<file path="src/rtl/fetch_pkg.sv">
// Shared types and constants for the instruction fetch queue.
package fetch_pkg;

  typedef struct packed {
    logic [31:0] pc;
    logic [31:0] instr;
  } fetch_entry_t;

  typedef enum logic {
    S_IDLE = 1'b0,
    S_RUN  = 1'b1
  } fetch_state_t;

  localparam logic [31:0] NOP     = 32'h0;
  localparam int          ENTRY_W = $bits(fetch_entry_t);

endpackage

</file>
<file path="src/rtl/fetch_fifo.sv">
// Circular queue with a registered head entry; flush empties it and wins over push/pop.
module fetch_fifo
  import fetch_pkg::*;
#(
  parameter int DEPTH = 4,
  parameter int WIDTH = 64
) (
  input  logic                   clk,
  input  logic                   reset,
  input  logic                   push,
  input  logic [WIDTH-1:0]       push_data,
  input  logic                   pop,
  input  logic                   flush,
  output logic [WIDTH-1:0]       head_data,
  output logic                   head_valid,
  output logic [$clog2(DEPTH):0] count
);

  localparam int AW = $clog2(DEPTH);
  localparam int PW = AW + 1;

  logic [WIDTH-1:0] mem [DEPTH];
  logic [PW-1:0]    wr_ptr_reg, wr_ptr_next;
  logic [PW-1:0]    rd_ptr_reg, rd_ptr_next;
  logic [PW-1:0]    count_next;
  logic [WIDTH-1:0] head_reg, head_next;
  logic             full, empty, push_eff, pop_eff, head_load;

  assign count      = wr_ptr_reg - rd_ptr_reg;
  assign empty      = (wr_ptr_reg == rd_ptr_reg);
  assign full       = (wr_ptr_reg[AW] != rd_ptr_reg[AW]) &&
                      (wr_ptr_reg[AW-1:0] == rd_ptr_reg[AW-1:0]);
  assign head_valid = !empty;
  assign head_data  = head_reg;

  always_comb begin
    pop_eff     = pop && !empty && !flush;
    push_eff    = push && !flush && (!full || pop_eff);
    wr_ptr_next = wr_ptr_reg + PW'(push_eff);
    rd_ptr_next = rd_ptr_reg + PW'(pop_eff);
    if (flush) begin
      wr_ptr_next = '0;
      rd_ptr_next = '0;
    end
    count_next = wr_ptr_next - rd_ptr_next;
    head_load  = (count_next != '0);
    // The slot becoming head is being written this cycle only when the queue goes to one entry.
    if (push_eff && (wr_ptr_reg[AW-1:0] == rd_ptr_next[AW-1:0])) begin
      head_next = push_data;
    end else begin
      head_next = mem[rd_ptr_next[AW-1:0]];
    end
  end

  always_ff @(posedge clk) begin
    if (push_eff) begin
      mem[wr_ptr_reg[AW-1:0]] <= push_data;
    end
  end

  always_ff @(posedge clk or negedge reset) begin
    if (!reset) begin
      wr_ptr_reg <= '0;
      rd_ptr_reg <= '0;
      head_reg   <= WIDTH'({2{NOP}});
    end else begin
      wr_ptr_reg <= wr_ptr_next;
      rd_ptr_reg <= rd_ptr_next;
      if (head_load) begin
        head_reg <= head_next;
      end
    end
  end

endmodule

</file>
<file path="src/rtl/instruction_fetch_queue.sv">
// Fetches one instruction per cycle into a small queue toward decode.
// Optional stall-cycle counter is enabled by defining IFQ_PERF_CNT_EN.
module instruction_fetch_queue
  import fetch_pkg::*;
#(
  parameter int DEPTH   = 4,
  parameter int IMEM_AW = 8
) (
  input  logic               clk,
  input  logic               reset,
  input  logic [31:0]        ins_address,
  input  logic               flush,
  output logic               imem_rd_en,
  output logic [IMEM_AW-1:0] imem_addr,
  input  logic [31:0]        imem_rdata,
  output logic               fetch_stall,
  output logic               id_valid,
  input  logic               id_ready,
  output logic [31:0]        id_instr,
  output logic [31:0]        id_pc
`ifdef IFQ_PERF_CNT_EN
  ,
  output logic [15:0]        stall_cycles
`endif
);

  localparam int PW = $clog2(DEPTH) + 1;

  fetch_state_t state_reg, state_next;
  logic         in_flight_reg;
  logic [31:0]  in_flight_pc_reg;
  logic [PW-1:0] count;
  logic [PW:0]   pending;
  logic          running;
  fetch_entry_t  push_entry, head_entry;

  assign imem_addr = ins_address[IMEM_AW+1:2];

  always_ff @(posedge clk or negedge reset) begin
    if (!reset) begin
      state_reg <= S_IDLE;
    end else begin
      state_reg <= state_next;
    end
  end

  always_comb begin
    state_next = S_RUN;
  end

  // Queued entries plus the read in flight must never exceed the queue depth.
  assign pending = {1'b0, count} + {{PW{1'b0}}, in_flight_reg};

  always_comb begin
    running     = (state_reg == S_RUN);
    fetch_stall = !running || (pending >= (PW+1)'(DEPTH));
    imem_rd_en  = running && !flush && !fetch_stall;
  end

  always_ff @(posedge clk or negedge reset) begin
    if (!reset) begin
      in_flight_reg    <= 1'b0;
      in_flight_pc_reg <= '0;
    end else begin
      in_flight_reg <= imem_rd_en;
      if (imem_rd_en) begin
        in_flight_pc_reg <= ins_address;
      end
    end
  end

  assign push_entry.pc    = in_flight_pc_reg;
  assign push_entry.instr = imem_rdata;

  fetch_fifo #(
    .DEPTH (DEPTH),
    .WIDTH (ENTRY_W)
  ) u_fifo (
    .clk        (clk),
    .reset      (reset),
    .push       (in_flight_reg),
    .push_data  (push_entry),
    .pop        (id_valid && id_ready),
    .flush      (flush),
    .head_data  (head_entry),
    .head_valid (id_valid),
    .count      (count)
  );

  assign id_pc    = head_entry.pc;
  assign id_instr = head_entry.instr;

`ifdef IFQ_PERF_CNT_EN
  logic [15:0] stall_cycles_reg;

  always_ff @(posedge clk or negedge reset) begin
    if (!reset) begin
      stall_cycles_reg <= '0;
    end else if (running && fetch_stall && (stall_cycles_reg != 16'hFFFF)) begin
      stall_cycles_reg <= stall_cycles_reg + 16'd1;
    end
  end

  assign stall_cycles = stall_cycles_reg;
`endif

endmodule

</file>
<file path="config.mk">
export PLATFORM = sky130hd
export DESIGN_NAME = instruction_fetch_queue
export DESIGN_NICKNAME = d
export VERILOG_FILES = /design/src/rtl/fetch_pkg.sv /design/src/rtl/fetch_fifo.sv /design/src/rtl/instruction_fetch_queue.sv
export SDC_FILE = /design/constraint.sdc
export NUM_CORES = 1
export LEC_CHECK = 0
export CAP_MARGIN = 5
export CORE_AREA = 2 2 168 170
export DETAILED_ROUTE_END_ITERATION = 8
export DIE_AREA = 0 0 170 172
export PLACE_DENSITY = 0.81
export SYNTH_ARGS = -nofsm -noshare
export SYNTH_HDL_FRONTEND = slang
export SYNTH_HIERARCHICAL = 1
export SYNTH_SLANG_ARGS = --single-unit
</file>
<file path="constraint.sdc">
create_clock -name clk -period 7.4 [get_ports clk]
set_clock_uncertainty 0.2 [all_clocks]
set_input_delay 1.48 -clock clk [delete_from_list [all_inputs] [get_ports clk]]
set_output_delay 1.48 -clock clk [all_outputs]
set_load 0.05 [all_outputs]
</file>
After elaboration in Yosys (flattened, before gate mapping)
Memories as Yosys holds them, arrays and structs flattened. A register that Yosys moved wholly into a read port is not among the register bits.
Cells that the tools add are included.
{"block": "word_totals", "rom_bits": 0, "out_inout_bits": 75, "reg_bits": 40, "word_cells": 36, "latchBits": 0, "ramBits": 256, "n_memories": 1}
{"memory": "u_fifo.mem", "words": 4, "width": 64, "rd": 1, "rd_ports_with_merged_regs": 1, "wr": 1, "line": "fetch_fifo.sv:22", "source": "logic [WIDTH-1:0] mem [DEPTH];"}
{"block": "classes", "n_eq_ne": 3, "multipliers": 0, "bitwise": 0, "n_div": 0, "addsub": 5, "mux": 4, "n_reduce_logical": 17, "shift": 0, "n_lt_le_gt_ge": 1}
{"operator": "1-bit logical AND", "count": 8}
{"operator": "3-bit by 1-bit adder with 3-bit output", "count": 2}
{"operator": "1-bit zero test", "count": 6}
{"operator": "3-bit two-way mux", "count": 2}
{"operator": "3-bit subtractor", "count": 2}
{"operator": "3-bit by 1-bit adder with 4-bit output", "count": 1}
{"operator": "4-bit by 3-bit greater-or-equal comparator with 1-bit output (second input constant)", "count": 1}
{"operator": "3-bit equality test", "count": 1}
{"operator": "3-bit nonzero test", "count": 1}
{"operator": "2-bit equality test", "count": 1}
{"operator": "1-bit logical OR", "count": 2}
{"operator": "1-bit two-way mux", "count": 2}
{"operator": "1-bit != test", "count": 1}

Depth between registers and ports, before layout
{"block": "depth", "depth_word": 11, "mapped_depth": 17}

By module
The synthesis kept the hierarchy.
{"mod": "fetch_fifo", "instances": 1, "cells_each": 797, "area_per_inst_um2": 13401.6}
{"mod": "instruction_fetch_queue", "instances": 1, "cells_each": 84, "area_per_inst_um2": 1493.9}

Worst setup path after synthesis
Ideal clock, no wire load.
{"block": "synth_path", "path_type": "in2reg", "startpoint": "input port id_ready", "endpoint": "memory u_fifo.mem[1][0], enable pin", "t_arrival_ns": 6.170, "t_required_ns": 6.635, "setup_ns": 0.565, "cell_stages": 3, "setup_slack_ns": 0.465, "cell_sequence": "and2_1 -> o311ai_4 -> nor3_1"}
{"block": "synth_via", "elab_chain_cells": 7}
{"item": "from (decl)", "line": "instruction_fetch_queue.sv:18", "source": "input logic id_ready,"}
{"item": "1-bit logical AND", "line": "instruction_fetch_queue.sv:83", "source": ".pop (id_valid && id_ready),"}
{"item": "1-bit logical AND (2 in series)", "line": "fetch_fifo.sv:37", "source": "pop_eff = pop && !empty && !flush;"}
{"item": "1-bit logical OR", "line": "fetch_fifo.sv:38", "source": "push_eff = push && !flush && (!full || pop_eff);"}
{"item": "1-bit logical AND", "line": "fetch_fifo.sv:38"}
{"item": "1-bit two-way mux", "line": "fetch_fifo.sv:56", "source": "if (push_eff) begin"}
{"item": "1-bit two-way mux (implied by the code)", "line": "fetch_fifo.sv:57", "source": "mem[wr_ptr_reg[AW-1:0]] <= push_data;"}
{"item": "to (decl)", "line": "fetch_fifo.sv:22"}
Every way passes these cells.

Final worst setup path
{"block": "layout_path", "startpoint": "input port flush", "endpoint": "output port imem_rd_en"}
{"block": "layout_via", "elab_chain_cells": 3}
{"item": "from (decl)", "line": "instruction_fetch_queue.sv:12", "source": "input logic flush,"}
{"item": "1-bit zero test", "line": "instruction_fetch_queue.sv:57", "source": "imem_rd_en = running && !flush && !fetch_stall;"}
{"item": "1-bit logical AND (2 in series)", "line": "instruction_fetch_queue.sv:57"}
{"item": "to (decl)", "line": "instruction_fetch_queue.sv:13", "source": "output logic imem_rd_en,"}
Every way passes these cells.

==> impl_metrics.env <==
export IMPL_cp_slowest_cell="or4b_4"
export IMPL_initial_core_util_pct=54.2
export IMPL_cts_tree="done"
export IMPL_fin_crit_ns=5.54
export IMPL_cts_hold_buf=0
export IMPL_crit_path_end="imem_rd_en"
export IMPL_die_x_um=170
export IMPL_syn_inst=881
export IMPL_grt_max_degree=112
export IMPL_die_height_um=172
export IMPL_gp_congestion=0.704
export IMPL_num_vias=7662
export IMPL_synth_distinct_cells=35
export IMPL_cp_depth=4
export IMPL_cts_path_max_buffers=3
export IMPL_root_buffer="clkbuf_16"
export IMPL_overflow=0
export IMPL_layout_cells_non_filler=1400
export IMPL_timing_rr_end="u_fifo/head_data[21]"
export IMPL_finalMaxSlewViolations=0
export IMPL_largest_reg_flops=256
export IMPL_vias_per_cell=5.47
export IMPL_fin_crit_sh_pct=74.8
export IMPL_total_power_mw=5.32
export IMPL_p_leak_nw=6.79
export IMPL_grt_pass1_vias=7995
export IMPL_grtUsageTotal_pct=19.2
export IMPL_post_drt_wl_per_cell_um=19.8
export IMPL_tightest_slew_ns=1.17
export IMPL_endpoint_kind="output port"
export IMPL_wl_um=27700
export IMPL_status="complete, no violations"
export IMPL_cpPeakStageDelay_ns=0.88
export IMPL_critPathArrivalTime_ns=3.86
export IMPL_syn_area_mm2=0.0149
export IMPL_yosysSeqAreaShare_pct=69.1
export IMPL_hold_viol=0
export IMPL_max_freq_mhz=181
export IMPL_die_area_mm2=0.0292
export IMPL_power_density_mw_per_mm2=300
export IMPL_cts_setup_buffers=0
export IMPL_avgSynthCellArea_um2=16.9
export IMPL_cp_required_ns=5.72
export IMPL_coreArea_mm2=0.0275
export IMPL_drc=0
export IMPL_yosysWarnings=6
export IMPL_rows=61
export IMPL_rsz0062_at_grt="no"
export IMPL_port_buffers=142
export IMPL_ys_flop_type="edfxtp_1"
export IMPL_regToRegSetupSlack_ns=2.69
export IMPL_io_pin_count=143
export IMPL_ys_ff_latch=360
export IMPL_detail_route_antenna_nets=0
export IMPL_reg2reg_depth=14
export IMPL_drt_iter0_drc=445
export IMPL_criticalPathCategory="input pin to output port"
export IMPL_crit_path_start_kind="input pin"
export IMPL_clkLatencyLatePin_ns=0.51
export IMPL_drive_gt1_share_pct=28.7
export IMPL_grt_pass1_wl_um=43300
export IMPL_tns_ns=0
export IMPL_hold_path_class="register to register"
export IMPL_h_tree_depth=2
export IMPL_worstSetupStartpoint="flush"
export IMPL_peakVddDrop_mv=0.235
export IMPL_antenna_found_initial=2
export IMPL_dp_hpwl_um=15200
export IMPL_crit_path_frequent_cell="clkdlybuf4s50_1"
export IMPL_crit_path_cell_trace="clkdlybuf4s50_1 > or4b_4 > inv_1 > clkdlybuf4s50_1"
export IMPL_drv_cap=0
export IMPL_synth_nets=958
export IMPL_crit_family="buffers and inverters"
export IMPL_nets=1099
export IMPL_whs_ns=0.300
export IMPL_cts_sinks=360
export IMPL_r2r_start="u_fifo/wr_ptr_reg[0]"
export IMPL_placed_cells=1329
export IMPL_numCtsBuffers=37
export IMPL_cts_clk_slew_worst_paths_ns=0.06
export IMPL_synthArstFlopShare_pct=28.9
export IMPL_syn_to_final_growth_pct=19.0
export IMPL_synth_edff_count=256
export IMPL_drt_pass1_iterations=4
export IMPL_ctsResizeCount=0
export IMPL_max_slew_margin_pct=22.1
export IMPL_setup_viol=0
export IMPL_critical_path_buf_inv_count=3
export IMPL_cp_max_fo=33
==> worst min-delay path by stage <==
| stage | slack (ns) | cells after the start | to | from |
|---|---|---|---|---|
| after floorplan | 0.29 | 0 | u_fifo/mem[0][33] | in_flight_pc_reg[1] |
| after global placement | 0.29 | 1 | u_fifo/head_data[23] | u_fifo/head_data[23] |
| after detailed placement | 0.29 | 1 | u_fifo/head_data[15] | u_fifo/head_data[15] |
| after CTS | 0.31 | 1 | u_fifo/head_data[15] | u_fifo/head_data[15] |
| after global routing | 0.31 | 1 | u_fifo/head_data[23] | u_fifo/head_data[23] |
| final | 0.30 | 1 | u_fifo/head_data[23] | u_fifo/head_data[23] |
==> routing by layer <==
| metal | track usage [%] | vias to the layer above | part of all wire (%) |
|---|---|---|---|
| li1 | - | 3560 | - |
| met1 | 24.8 | 3896 | 43 |
| met2 | 33.9 | 179 | 51 |
| met5 | 0 | - | 0 |
| met4 | 5.09 | 0 | 1.4 |
| met3 | 3.14 | 27 | 4.6 |
==> worst register-to-register path, cell delays in order (launching register included) <==
cell,delay (ns)
dfrtp_1,0.45
inv_1,0.13
ha_1,0.34
nand3_1,0.11
and2_1,0.23
o311ai_4,0.50
inv_1,0.09
ha_1,0.20
ha_1,0.26
nor2b_1,0.17
ha_1,0.16
nand2b_1,0.12
a21oi_1,0.04
and4b_4,1.11
mux2_2,0.47
==> power by group <==
| group | internal, mW | switching (mW) | total (mW) |
|---|---|---|---|
| Combinational | 0.417 | 0.652 | 1.07 |
| Sequential | 2.36 | 0.118 | 2.48 |
| Clock | 1.06 | 0.717 | 1.77 |
| Total | 3.83 | 1.49 | 5.32 |
==> cells by family (layout without fill, tap and decap cells) <==
logic type	Yosys count	after routing	share of synthesized area, %
buffers and inverters	64	234	2.67
other	1	4	0.0252
XOR/XNOR	8	8	0.521
AO/OA/AOI/OAI	66	66	2.36
flip-flops	360	360	69.1
multiplexers	288	288	22.0
adder cells (fa/ha/maj)	9	9	0.806
AND/OR/NAND/NOR	85	85	2.52
==> through the flow <==
stage	util, %	cell area [µm²]	setup WS, ns
detailed placement	60.2	16500	1.85
CTS	64.5	17700	1.84
global placement	60.2	16500	1.85
floorplan	-	14900	0.465
finish	64.5	17700	1.86
global route	64.5	17700	1.79
==> placed cells by master, fill, tap and decap left out, drive strengths merged, types with 3 or more instances in the layout <==
cell / instances
inv: 12
buf: 14
nor3: 5
clkdlybuf4s50: 141
clkbuf: 55
diode: 3
nand2: 67
edfxtp: 256
mux2i: 64
mux2: 224
o21ai: 64
xnor2: 5
clkinv: 11
xor2: 3
dfrtp: 104
ha: 8
==> cell type report <==
class                      instances  area (µm²)
sequential                       360       10300
fill                            1946        9750
multi-input combinational        457        4250
timing repair buffer             155        1520
clock buffer                      55        1090
tap                              346         433
clock inverter                    13        92.6
inverter                          11        43.8
antenna                            3        7.51
==> cell usage after synthesis (3+ instances only) <==
| cell type | instances | area, µm² |
|---|---|---|
| clkbuf_1 | 12 | 45.0 |
| edfxtp_1 | 256 | 7690 |
| buf_2 | 21 | 105 |
| mux2_4 | 31 | 465 |
| o21ai_0 | 64 | 320 |
| mux2_2 | 191 | 2150 |
| ha_1 | 8 | 100 |
| dfrtp_1 | 104 | 2600 |
| buf_12 | 3 | 60.1 |
| buf_4 | 8 | 60.1 |
| mux2i_1 | 64 | 641 |
| xor2_1 | 3 | 26.3 |
| inv_1 | 9 | 33.8 |
| nor3_1 | 4 | 20.0 |
| xnor2_1 | 4 | 35.0 |
| buf_6 | 7 | 78.8 |
| nand2_1 | 67 | 251 |
No activity file was read; power rests on OpenSTA's default activity.
